$ cat src/rtl/afifo_rd_stream_if.sv
// Interface bundle for the read-side FIFO stream converter. It groups the FIFO
// read port with the downstream valid/ready stream.
interface afifo_rd_stream_if #(
  parameter int DATA_WIDTH = 32
);
  logic                  fifo_empty_i;
  logic [DATA_WIDTH-1:0] fifo_data_i;
  logic                  fifo_re_o;
  logic                  m_valid_o;
  logic                  m_ready_i;
  logic [DATA_WIDTH-1:0] m_data_o;

  // master: the converter itself; slave: the FIFO/downstream environment
  modport master (
    input  fifo_empty_i,
    input  fifo_data_i,
    input  m_ready_i,
    output fifo_re_o,
    output m_valid_o,
    output m_data_o
  );

  modport slave (
    output fifo_empty_i,
    output fifo_data_i,
    output m_ready_i,
    input  fifo_re_o,
    input  m_valid_o,
    input  m_data_o
  );
endinterface

$ cat src/rtl/afifo_rd_stream.sv
// Read-domain consumer of an async FIFO. It turns the empty/read-enable port into a
// valid/ready stream, using a small skid buffer that absorbs the 1-cycle read latency.
module afifo_rd_stream #(
  parameter int DATA_WIDTH = 32,
  parameter int SKID_DEPTH = 2,
  parameter int CNT_WIDTH  = 16
) (
  input  logic                 clk_r,
  input  logic                 arst,
  afifo_rd_stream_if.master    bus,
  input  logic                 flush_i,
  output logic [CNT_WIDTH-1:0] count_o,
  output logic                 busy_o
);
  localparam int PW = $clog2(SKID_DEPTH);
  localparam int OW = $clog2(SKID_DEPTH + 1);

  logic [DATA_WIDTH-1:0] r_buf [SKID_DEPTH];
  logic [PW-1:0]         r_wr_ptr;
  logic [PW-1:0]         r_rd_ptr;
  logic [OW-1:0]         r_occ;
  logic                  r_inflight;
  logic [CNT_WIDTH-1:0]  r_count;

  logic [PW-1:0]         w_wr_ptr_next;
  logic [PW-1:0]         w_rd_ptr_next;
  logic [OW-1:0]         w_occ_next;
  logic [OW:0]           w_pending;
  logic                  w_valid;
  logic                  w_pop;
  logic                  w_capture;
  logic                  w_room;
  logic                  w_re;

  assign w_valid   = (r_occ != '0);
  assign w_pop     = w_valid && bus.m_ready_i;
  assign w_capture = r_inflight && !flush_i;

  // Slots committed after this cycle: held words plus the returning read, minus the pop.
  // Issuing only when this leaves a free slot means a returning word can never overflow.
  assign w_pending = {1'b0, r_occ} + {{OW{1'b0}}, r_inflight} - {{OW{1'b0}}, w_pop};
  assign w_room    = (w_pending < (OW + 1)'(SKID_DEPTH));
  assign w_re      = !arst && !bus.fifo_empty_i && !flush_i && w_room;

  always_comb begin
    w_wr_ptr_next = r_wr_ptr;
    w_rd_ptr_next = r_rd_ptr;
    w_occ_next    = r_occ;
    if (w_capture) begin
      w_wr_ptr_next = (r_wr_ptr == PW'(SKID_DEPTH - 1)) ? '0 : r_wr_ptr + PW'(1);
    end
    if (w_pop) begin
      w_rd_ptr_next = (r_rd_ptr == PW'(SKID_DEPTH - 1)) ? '0 : r_rd_ptr + PW'(1);
    end
    case ({w_capture, w_pop})
      2'b10:   w_occ_next = r_occ + OW'(1);
      2'b01:   w_occ_next = r_occ - OW'(1);
      default: w_occ_next = r_occ;
    endcase
    if (flush_i) begin
      w_wr_ptr_next = '0;
      w_rd_ptr_next = '0;
      w_occ_next    = '0;
    end
  end

  always_ff @(posedge clk_r or posedge arst) begin
    if (arst) begin
      r_wr_ptr   <= '0;
      r_rd_ptr   <= '0;
      r_occ      <= '0;
      r_inflight <= 1'b0;
      r_count    <= '0;
    end else begin
      r_wr_ptr   <= w_wr_ptr_next;
      r_rd_ptr   <= w_rd_ptr_next;
      r_occ      <= w_occ_next;
      r_inflight <= w_re;
      // A handshake that coincides with a flush is not counted as a delivery.
      if (w_pop && !flush_i) begin
        r_count <= r_count + CNT_WIDTH'(1);
      end
    end
  end

  always_ff @(posedge clk_r) begin
    if (w_capture) begin
      r_buf[r_wr_ptr] <= bus.fifo_data_i;
    end
  end

  assign bus.fifo_re_o = w_re;
  assign bus.m_valid_o = w_valid;
  assign bus.m_data_o  = w_valid ? r_buf[r_rd_ptr] : '0;
  assign count_o       = r_count;
  assign busy_o        = w_valid || r_inflight;
endmodule

$ cat src/flat_wrapper.sv
// flat-port wrapper written by rule: the top's interface ports become plain ports
module afifo_rd_stream_flat 
#(
  parameter int DATA_WIDTH = 32,
  parameter int SKID_DEPTH = 2,
  parameter int CNT_WIDTH  = 16
)
  (clk_r, arst, flush_i, count_o, busy_o, bus_fifo_empty_i, bus_fifo_data_i, bus_m_ready_i, bus_fifo_re_o, bus_m_valid_o, bus_m_data_o);
  afifo_rd_stream_if #(.DATA_WIDTH(DATA_WIDTH)) bus_i ();
  input  logic clk_r;
  input  logic arst;
  input  logic flush_i;
  output logic [CNT_WIDTH-1:0] count_o;
  output logic busy_o;
  input wire logic [$bits(bus_i.fifo_empty_i)-1:0] bus_fifo_empty_i;
  input wire logic [$bits(bus_i.fifo_data_i)-1:0] bus_fifo_data_i;
  input wire logic [$bits(bus_i.m_ready_i)-1:0] bus_m_ready_i;
  output wire logic [$bits(bus_i.fifo_re_o)-1:0] bus_fifo_re_o;
  output wire logic [$bits(bus_i.m_valid_o)-1:0] bus_m_valid_o;
  output wire logic [$bits(bus_i.m_data_o)-1:0] bus_m_data_o;
  assign bus_i.fifo_empty_i = bus_fifo_empty_i;
  assign bus_i.fifo_data_i = bus_fifo_data_i;
  assign bus_i.m_ready_i = bus_m_ready_i;
  assign bus_fifo_re_o = bus_i.fifo_re_o;
  assign bus_m_valid_o = bus_i.m_valid_o;
  assign bus_m_data_o = bus_i.m_data_o;
  afifo_rd_stream #(.DATA_WIDTH(DATA_WIDTH), .SKID_DEPTH(SKID_DEPTH), .CNT_WIDTH(CNT_WIDTH)) u_core (.clk_r(clk_r), .arst(arst), .bus(bus_i), .flush_i(flush_i), .count_o(count_o), .busy_o(busy_o));
endmodule
$ cat config.mk
export PLATFORM = sky130hd
export DESIGN_NAME = afifo_rd_stream_flat
export DESIGN_NICKNAME = d
export VERILOG_FILES = /design/src/rtl/afifo_rd_stream_if.sv /design/src/rtl/afifo_rd_stream.sv /design/src/flat_wrapper.sv
export SDC_FILE = /design/constraint.sdc
export NUM_CORES = 1
export LEC_CHECK = 0
export ABC_AREA = 1
export ABC_CLOCK_PERIOD_IN_PS = 2300
export CAP_MARGIN = 20
export CORE_MARGIN = 8
export CORE_UTILIZATION = 44
export DETAILED_ROUTE_END_ITERATION = 16
export PLACE_DENSITY_LB_ADDON = 0.15
export SLEW_MARGIN = 30
export SYNTH_ARGS = -nofsm -noshare
export SYNTH_HDL_FRONTEND = slang
export SYNTH_SLANG_ARGS = --single-unit
export TNS_END_PERCENT = 5
$ cat constraint.sdc
create_clock -name clk_r -period 2.3 [get_ports clk_r]
set_input_delay 0.46 -clock clk_r [delete_from_list [all_inputs] [get_ports clk_r]]
set_output_delay 0.46 -clock clk_r [all_outputs]
set_load 0.02 [all_outputs]
# Word level (Yosys, flattened, before mapping)
# Memory sizes are Yosys's and may differ from the RTL's.
# Index checks and enable logic that the tools add are counted.
[classes]
add_sub_neg = 7
order_cmp = 1
eq_ne = 2
n_mux = 11
n_reduce_logical = 14
[op_table]
columns = ["operator", "n"]
rows = [
  ["$mux 32", 1],
  ["$add 16x1->16 const B", 1],
  ["$mux 1", 8],
  ["$logic_and 1x1->1", 6],
  ["$reduce_bool 2->1", 3],
  ["$pmux 2 s2", 1],
  ["$add 2x1->3", 1],
  ["$logic_not 1->1", 3],
  ["$lt 3x2->1 const B", 1],
  ["$reduce_bool 3->1", 1],
  ["$sub 3x1->3", 1],
  ["$add 1x1->1 const B", 2],
  ["$add 2x1->2 const B", 1],
  ["$eq 2x1->1 const B", 1],
  ["$eq 2x2->1 const B", 1],
  ["$mux 2", 1],
  ["$sub 2x1->2 const B", 1],
  ["$logic_or 1x1->1", 1],
]
[totals]
reg_bits = 21
mem_bits_rw = 64
inputBits = 37
out_inout_bits = 51
word_cells = 41
memories = 1
[memory_table]
columns = ["memory", "words", "word_bits", "rd", "rd_ports_with_merged_regs", "write_ports", "line", "rtl"]
rows = [
  ["u_core.r_buf", 2, 32, 1, 0, 1, "afifo_rd_stream.sv:18", "logic [DATA_WIDTH-1:0] r_buf [SKID_DEPTH];"],
]

# Depth between registers and ports, before layout
# Gate-level depths: netlist of the first run.
[logic_depth]
ltp_word = 5
ltp_mapped = 8
ltp_nobuf = 8

# Least setup slack after synthesis of the first run
# Ideal clock, no wire load.
[synth_timing]
kind = "flip-flop to output port"
from = "reg u_core.r_occ[1]"
to = "out bus_fifo_re_o"
arrival_time_ns = 2.202
required_ns = 1.840
slack_ns = -0.362
path_stages_with_launch = 9
path_buffers = 0
cell_sequence = "dfrtp_1 -> nor2_2 -> nor2_1 -> nand2_1 -> o21ai_0 -> nand2_1 -> fa_1 -> nand2_1 -> nor4_1"
[synth_via]
elab_chain_cells = 5
elab_cells_between_ends = 6
cone_classes = "add/sub: 2; order compare: 1; reduce/logical: 3"
[synth_lines]
columns = ["item", "line", "rtl"]
rows = [
  ["from (decl)", "afifo_rd_stream.sv:21", "logic [OW-1:0] r_occ;"],
  ["from (signal assigned)", "afifo_rd_stream.sv:77", "r_occ <= w_occ_next;"],
  ["branches (longest 2 deep; another with $add 2x1->3)", "-", ""],
  ["$sub 3x1->3 (*)", "afifo_rd_stream.sv:41", "assign w_pending = {1'b0, r_occ} + {{OW{1'b0}}, r_inflight} - {{OW{1'b0}}, w_pop};"],
  ["$lt 3x2->1 (*)", "afifo_rd_stream.sv:42", "assign w_room = (w_pending < (OW + 1)'(SKID_DEPTH));"],
  ["$logic_and 1x1->1 (*)", "afifo_rd_stream.sv:43", "assign w_re = !arst && !bus.fifo_empty_i && !flush_i && w_room;"],
  ["to (decl)", "flat_wrapper.sv:18", "output wire logic [$bits(bus_i.fifo_re_o)-1:0] bus_fifo_re_o;"],
]
# Mark *: on every way between the ends.

# Worst setup path after layout of the first run
[layout_timing]
from = "reg u_core.r_occ[0]"
to = "out bus_fifo_re_o"
# Same word-level chain as after synthesis.

==> metrics.cfg, run 1 <==
[route]
drt_iter0_drc = 78
routed_wl_um = 7730
antenna_left = 0
num_vias = 2578
drt_first_pass_iters = 5
drt-vias-per-instance = 4.85
wl_per_cell_um = 14.6
drc_errors = 0

[clocking]
path_clk_slew_ns = 0.08
htree_levels = 3
clk_path_buf_depth = 2
cts_hold_buf = 0
cts_sinks = 85
cts_tree = yes
clk_latency_ns = 0.34
ctsRootBufferMaster = clkbuf_8
numCtsBuffers = 9

[setup_path]
critical_path.endpoint_type = output port
cp.required_ns = 1.84
path_class = reg2out
arrival_ns = 2.16
critPathLaunchType = flop
cp_max_fo = 3

[yosys]
yosysUniqueCellTypes = 22
syn_area_sq_um = 3530
syn-mean-instance-area_sq_um = 11.1
syn_inst = 319
synth.area.top_cells = edfxtp_1 (54%), dfrtp_1 (15%), nand2_1 (12%)
seq_area_frac_synth_pct = 69.3
synth_largest_area_cell = edfxtp_1
yosysTopAreaCellShare_pct = 54.4
yosys_warnings = 0
synth_fp_nets = 358
ys_ff_latch = 85

[sta]
slew_headroom_pct = 74.8
fin_skew_ns = 0.0122
rsz0062_at_grt = yes
fmax_ghz = 0.382
finalHoldViolCount = 0
finalWorstSetupSlack_ns = -0.319
tightest_slew_ns = 0.378
slew_viol_final = 0
layout_min_cycle_time_ns = 2.62
tns_ns = -2.63
setup_viol = 34
fin_crit_sh_pct = 114

[finish]
drive_gt1_share_pct = 11.4
final_nets = 464
final_area_sq_um = 4890
antenna_cells = 0
area_growth_pct = 38.6

[power_and_ir_drop]
ir_drop_mv = 0.576
leakagePower_uw = 0.00187
p_per_area_nw_per_um2 = 985
total_power_uw = 4820

[global_route]
grt_usage_pct = 14.5
grt_max_degree = 35
grt_antenna_before_repair = 0
grt_pass1_wl_um = 12900
grt_pass1_vias = 2764
grt-ovfl-total = 0

[outcome]
violations = setup timing
status = finished, violations left

[placed_design]
gp_congestion = 0.806
dpl_cell_area_sq_um = 4640
place_ws_ns = -1.05
post-dp-hpwl_um = 5180
port_buffers = 87

[die]
initial_core_util_pct = 45.5
dieArea_sq_um = 11100
coreArea_sq_um = 7770
num_rows = 32
die_w_um = 106
die_h_um = 106
ios = 88

[worst_hold_path]
hp-class = in2async

[flow_run]
cap_violations = 0

layer usage:
| layer | wire, um | track usage, % | vias up | part of all wire (%) |
|---|---|---|---|---|
| met1 | 3110 | 15.4 | 1235 | 40 |
| met4 | 115 | 6.13 | 0 | 1.5 |
| met3 | 512 | 4.99 | 12 | 6.6 |
| met5 | 0 | 0 | - | 0 |
| li1 | - | - | 1276 | - |
| met2 | 4000 | 25.7 | 55 | 52 |
what timing repair did:
action | 4_1_cts | 5_1_grt
endpoints found under the setup margin | 34 | 34
buffers inserted | 6 | 0
cloned | 0 | 0
gates resized for setup | 12 | 2
pin swaps | 7 | 2
synth_stat cells:
library cell    n
nand2_1       109
edfxtp_1       64
a21oi_1        33
dfrtp_1        21
nor2_1         19
inv_1          18
clkbuf_1       10
nand3_1         9
xor2_1          8
xnor2_1         5
nand4_1         4
o21ai_0         4
inv_2           3
nor2_2          3
nor2_4          2
clkinv_1        1
fa_1            1
ha_1            1
nand2_4         1
nand3_4         1
nor3_1          1
nor4_1          1
state kept, by name, summed over array words and instances (netlist names):
signal,cells
u_core.r_buf,64
u_core.count_o,16
u_core.r_occ,2
u_core.r_wr_ptr,1
u_core.r_inflight,1
u_core.r_rd_ptr,1
final timing paths:
kind                                        start           endpoint  slack (ns)  cells after the start
worst min-delay path                         arst  u_core.r_inflight        0.47                      3
worst max register to register    u_core.r_occ[0]  u_core.r_inflight        0.57                      8
max in group asynchronous                    arst  u_core.count_o[9]        1.60                      3
worst max-delay path              u_core.r_occ[0]      bus_fifo_re_o       -0.32                      9
worst min register to register  u_core.count_o[4]  u_core.count_o[4]        0.52                      1
min in group clk_r              u_core.count_o[4]  u_core.count_o[4]        0.52                      1
kinds of logic after synthesis:
group | Yosys count | synth area share, %
xor+xnor | 13 | 3.22
fa+ha+maj | 2 | 0.921
simple gates | 150 | 17.9
flops | 85 | 69.3
compound gates | 37 | 5.24
buf+inv | 32 | 3.40
final cells by class:
type,count,area (sq um)
Sequential cell,85,2450
Inverter,22,85.1
Tap cell,102,128
Multi-Input combinational cell,202,1000
Clock buffer,10,128
Clock inverter,5,60.1
Timing Repair Buffer,105,1040
Fill cell,633,2880
layout by cell type, fill, tap and decap left out, types with 5 or more instances in the layout:
master,count
xor2_1,8
nor2_1,16
clkbuf_8,9
buf_4,16
nand3_1,9
a21oi_1,33
clkdlybuf4s50_1,85
nand2_1,108
edfxtp_1,64
inv_1,18
xnor2_1,5
dfrtp_1,21
power by group:
| group | switching, uW | internal (uW) |
|---|---|---|
| clock network | 511 | 501 |
| logic | 1130 | 846 |
| registers | 71.8 | 1760 |
critical path: stages (launching register included):
cell and delay [ns]:
dfrtp_1 0.40, buf_4 0.15, inv_4 0.06, nand2_2 0.06, o21ai_2 0.07, nand2_1 0.09
fa_2 0.36, xor2_1 0.17, nor4_4 0.28, buf_4 0.19
through the flow:
stage | instances | util (%) | hold WS [ns]
after floorplan | 319 | - | 0.445
after global placement | 510 | 59.7 | 0.489
after detailed placement | 510 | 59.7 | 0.496
after CTS | 531 | 62.8 | 0.461
after global routing | 531 | 63.0 | 0.505
final | 531 | 63.0 | 0.466
Note: power is estimated with default switching activity, not from simulation.
==> inputs of run 2 (changes only) <==
CAP_MARGIN = 15   (was 20)
==> results of run 2 <==
No change in the layout: final DEF, timing and power equal those of run 1.
==> inputs of run 3 (changes only) <==
CORE_MARGIN = 2   (was 8)
==> metrics.cfg, run 3 (synthesized netlist as in run 1, its figures left out) <==
[outcome]
status = finished, violations left  ; unchanged
violations = setup timing  ; unchanged

[route]
routed_wl_um = 6900  ; was 7730 um
drt-met1-wl_um = 2970  ; was 3110 um
antenna_left = 0  ; unchanged
wl_met3_um = 307  ; was 512 um
drc_errors = 0  ; unchanged
wl_per_cell_um = 13.0  ; was 14.6 um
met2_length_um = 3510  ; was 4000 um
drt_first_pass_iters = 4  ; was 5
highest_layer = met4  ; unchanged
drt-vias-per-instance = 4.78  ; was 4.85
drt_iter0_drc = 111  ; was 78
num_vias = 2528  ; was 2578

[global_route]
grt-ovfl-total = 0  ; unchanged
grt_max_degree = 34  ; was 35
grt_antenna_before_repair = 0  ; unchanged
grt_pass1_wl_um = 11200  ; was 12900 um
grt_pass1_vias = 2481  ; was 2764
grt_usage_pct = 16.8  ; was 14.5%

[worst_hold_path]
hp-class = in2async  ; unchanged

[power_and_ir_drop]
p_per_area_nw_per_um2 = 950  ; was 985 nW/um^2
p_int_uw = 2930  ; was 3110 uW
swShare_pct = 36.1  ; was 35.5%
power_switching_uw = 1660  ; was 1710 uW
seqPwrFrac_pct = 40.0  ; was 38.0%
total_power_uw = 4590  ; was 4820 uW
leakagePower_uw = 0.00202  ; was 0.00187 uW
ir_drop_mv = 0.633  ; was 0.576 mV
p_comb_share_pct = 38.2  ; was 40.9%
clkPwrFrac_pct = 21.7  ; was 21.0%

[placed_design]
gp_congestion = 0.832  ; was 0.806
post-dp-hpwl_um = 4550  ; was 5180 um
place_ws_ns = -0.973  ; was -1.05 ns
port_buffers = 87  ; unchanged

[setup_path]
path_class = reg2out  ; unchanged
critical_path.endpoint_type = output port  ; unchanged
critPathLaunchType = flop  ; unchanged
r2r_slack_ns = 0.59  ; was 0.57 ns
rr_endpoint = u_core.r_inflight  ; unchanged
rr_worst_depth = 8  ; unchanged
r2r-start = u_core.r_occ[0]  ; unchanged
cp.required_ns = 1.84  ; about the same
critPathLaunch = u_core.r_occ[0]  ; unchanged
cp_max_fo = 3  ; unchanged
arrival_ns = 2.14  ; was 2.16 ns
crit_end = bus_fifo_re_o  ; unchanged

[die]
num_rows = 32  ; unchanged
initial_core_util_pct = 45.5  ; unchanged
die_w_um = 93.6  ; was 106 um
die_h_um = 93.6  ; was 106 um
dieArea_sq_um = 8760  ; was 11100 sq um
ios = 88  ; unchanged
coreArea_sq_um = 7770  ; unchanged

[finish]
layout_common_cells = nand2_1 (108), edfxtp_1 (64), clkdlybuf4s50_1 (54)  ; was nand2_1 (108), clkdlybuf4s50_1 (85), edfxtp_1 (64)
antenna_cells = 0  ; unchanged
post-route-util_pct = 62.2  ; was 63.0%
area_growth_pct = 36.7  ; was 38.6%
drive_gt1_share_pct = 11.0  ; was 11.4%
final_common_cell = nand2_1  ; unchanged
final_nets = 462  ; was 464
top_register = u_core.r_buf  ; unchanged
largest_reg_flops = 64  ; unchanged

[sta]
finalHoldViolCount = 0  ; unchanged
holdWs_ns = 0.476  ; was 0.466 ns
layout_min_cycle_time_ns = 2.60  ; was 2.62 ns
slew_headroom_pct = 74.7  ; was 74.8%
tightest_slew_ns = 0.379  ; was 0.378 ns
slew_viol_final = 0  ; unchanged
fin_crit_sh_pct = 113  ; was 114%
fmax_ghz = 0.385  ; was 0.382 GHz
finalWorstSetupSlack_ns = -0.299  ; was -0.319 ns
rsz0062_at_grt = yes  ; unchanged
tns_ns = -0.440  ; was -2.63 ns
fin_skew_ns = 0.00559  ; was 0.0122 ns
setup_viol = 3  ; was 34

[flow_run]
cap_violations = 0  ; unchanged

[clocking]
htree_levels = 3  ; unchanged
clk_path_buf_depth = 2  ; unchanged
cts_sinks = 85  ; unchanged
clk_latency_ns = 0.34  ; about the same
numCtsBuffers = 9  ; unchanged
path_clk_slew_ns = 0.08  ; about the same
cts_tree = yes  ; unchanged
ctsRootBufferMaster = clkbuf_8  ; unchanged

-- run 3: cell count changes in the layout (fill, tap and decap cells not counted), moves of 2 or more --
cell,change
buf_4,-3
clkinv_4,-2
buf_6,+2
dlygate4sd2_1,+28
clkdlybuf4s50_1,-31
dlymetal6s2s_1,+3
clkinvlp_4,+2
-- run 3: worst max-delay path: stages (launching register included) --
cell and delay, ns:
dfrtp_1 0.41, buf_6 0.14, inv_4 0.05, nand2_2 0.06, o21ai_1 0.07, nand2_1 0.08, fa_1 0.49, nand2_1 0.07
nor4_2 0.23, buf_4 0.19
-- run 3: through the flow --
stage | area [sq um] | cells
floorplan | 3540 | 319
global placement | 4640 | 511
detailed placement | 4640 | 511
CTS | 4810 | 529
global route | 4830 | 529
finish | 4830 | 529
-- run 3: area by class of cell --
cell class	instances	area, sq um
clock buffers	9	124
clock inverters	6	62.6
fillers	633	2940
inverters	22	85.1
multi-input cells	202	990
flip-flops and latches	85	2450
well taps	102	128
repair buffers	103	992
-- run 3: power groups by stage --
stage / Clock, uW / Combinational, uW / Sequential (uW)
4_1_cts: 1020 / 1770 / 1840
2_1_floorplan: 0 / 952 / 1900
6_report: 997 / 1750 / 1840
5_1_grt: 1070 / 1930 / 1860
3_3_place_gp: 0 / 1850 / 1870
3_5_place_dp: 0 / 1860 / 1880
-- run 3: what timing repair did --
action,4_1_cts,5_1_grt
cloned,0,0
setup endpoints to repair,34,9
buffers inserted,4,0
hold buffers,0,0
resized for setup,39,6
pin swaps,7,7
-- run 3: how the worst min path moves through the flow --
| stage | slack [ns] | start | cells past startpoint | to |
|---|---|---|---|---|
| after global placement | 0.49 | u_core.count_o[14] | 2 | u_core.count_o[14] |
| after floorplan | 0.44 | arst | 1 | u_core.count_o[0] |
| after global routing | 0.52 | arst | 3 | u_core.r_occ[0] |
| final | 0.48 | arst | 3 | u_core.r_inflight |
| after CTS | 0.47 | arst | 3 | u_core.r_inflight |
| after detailed placement | 0.50 | u_core.count_o[14] | 2 | u_core.count_o[14] |
-- run 3: per-layer routing --
metal  global-route usage (%)  vias to the layer above
met4                     6.64                        0
met3                     3.46                       10
met1                     20.1                     1188
met2                     29.7                       68
met5                        0                        -
li1                         -                     1262
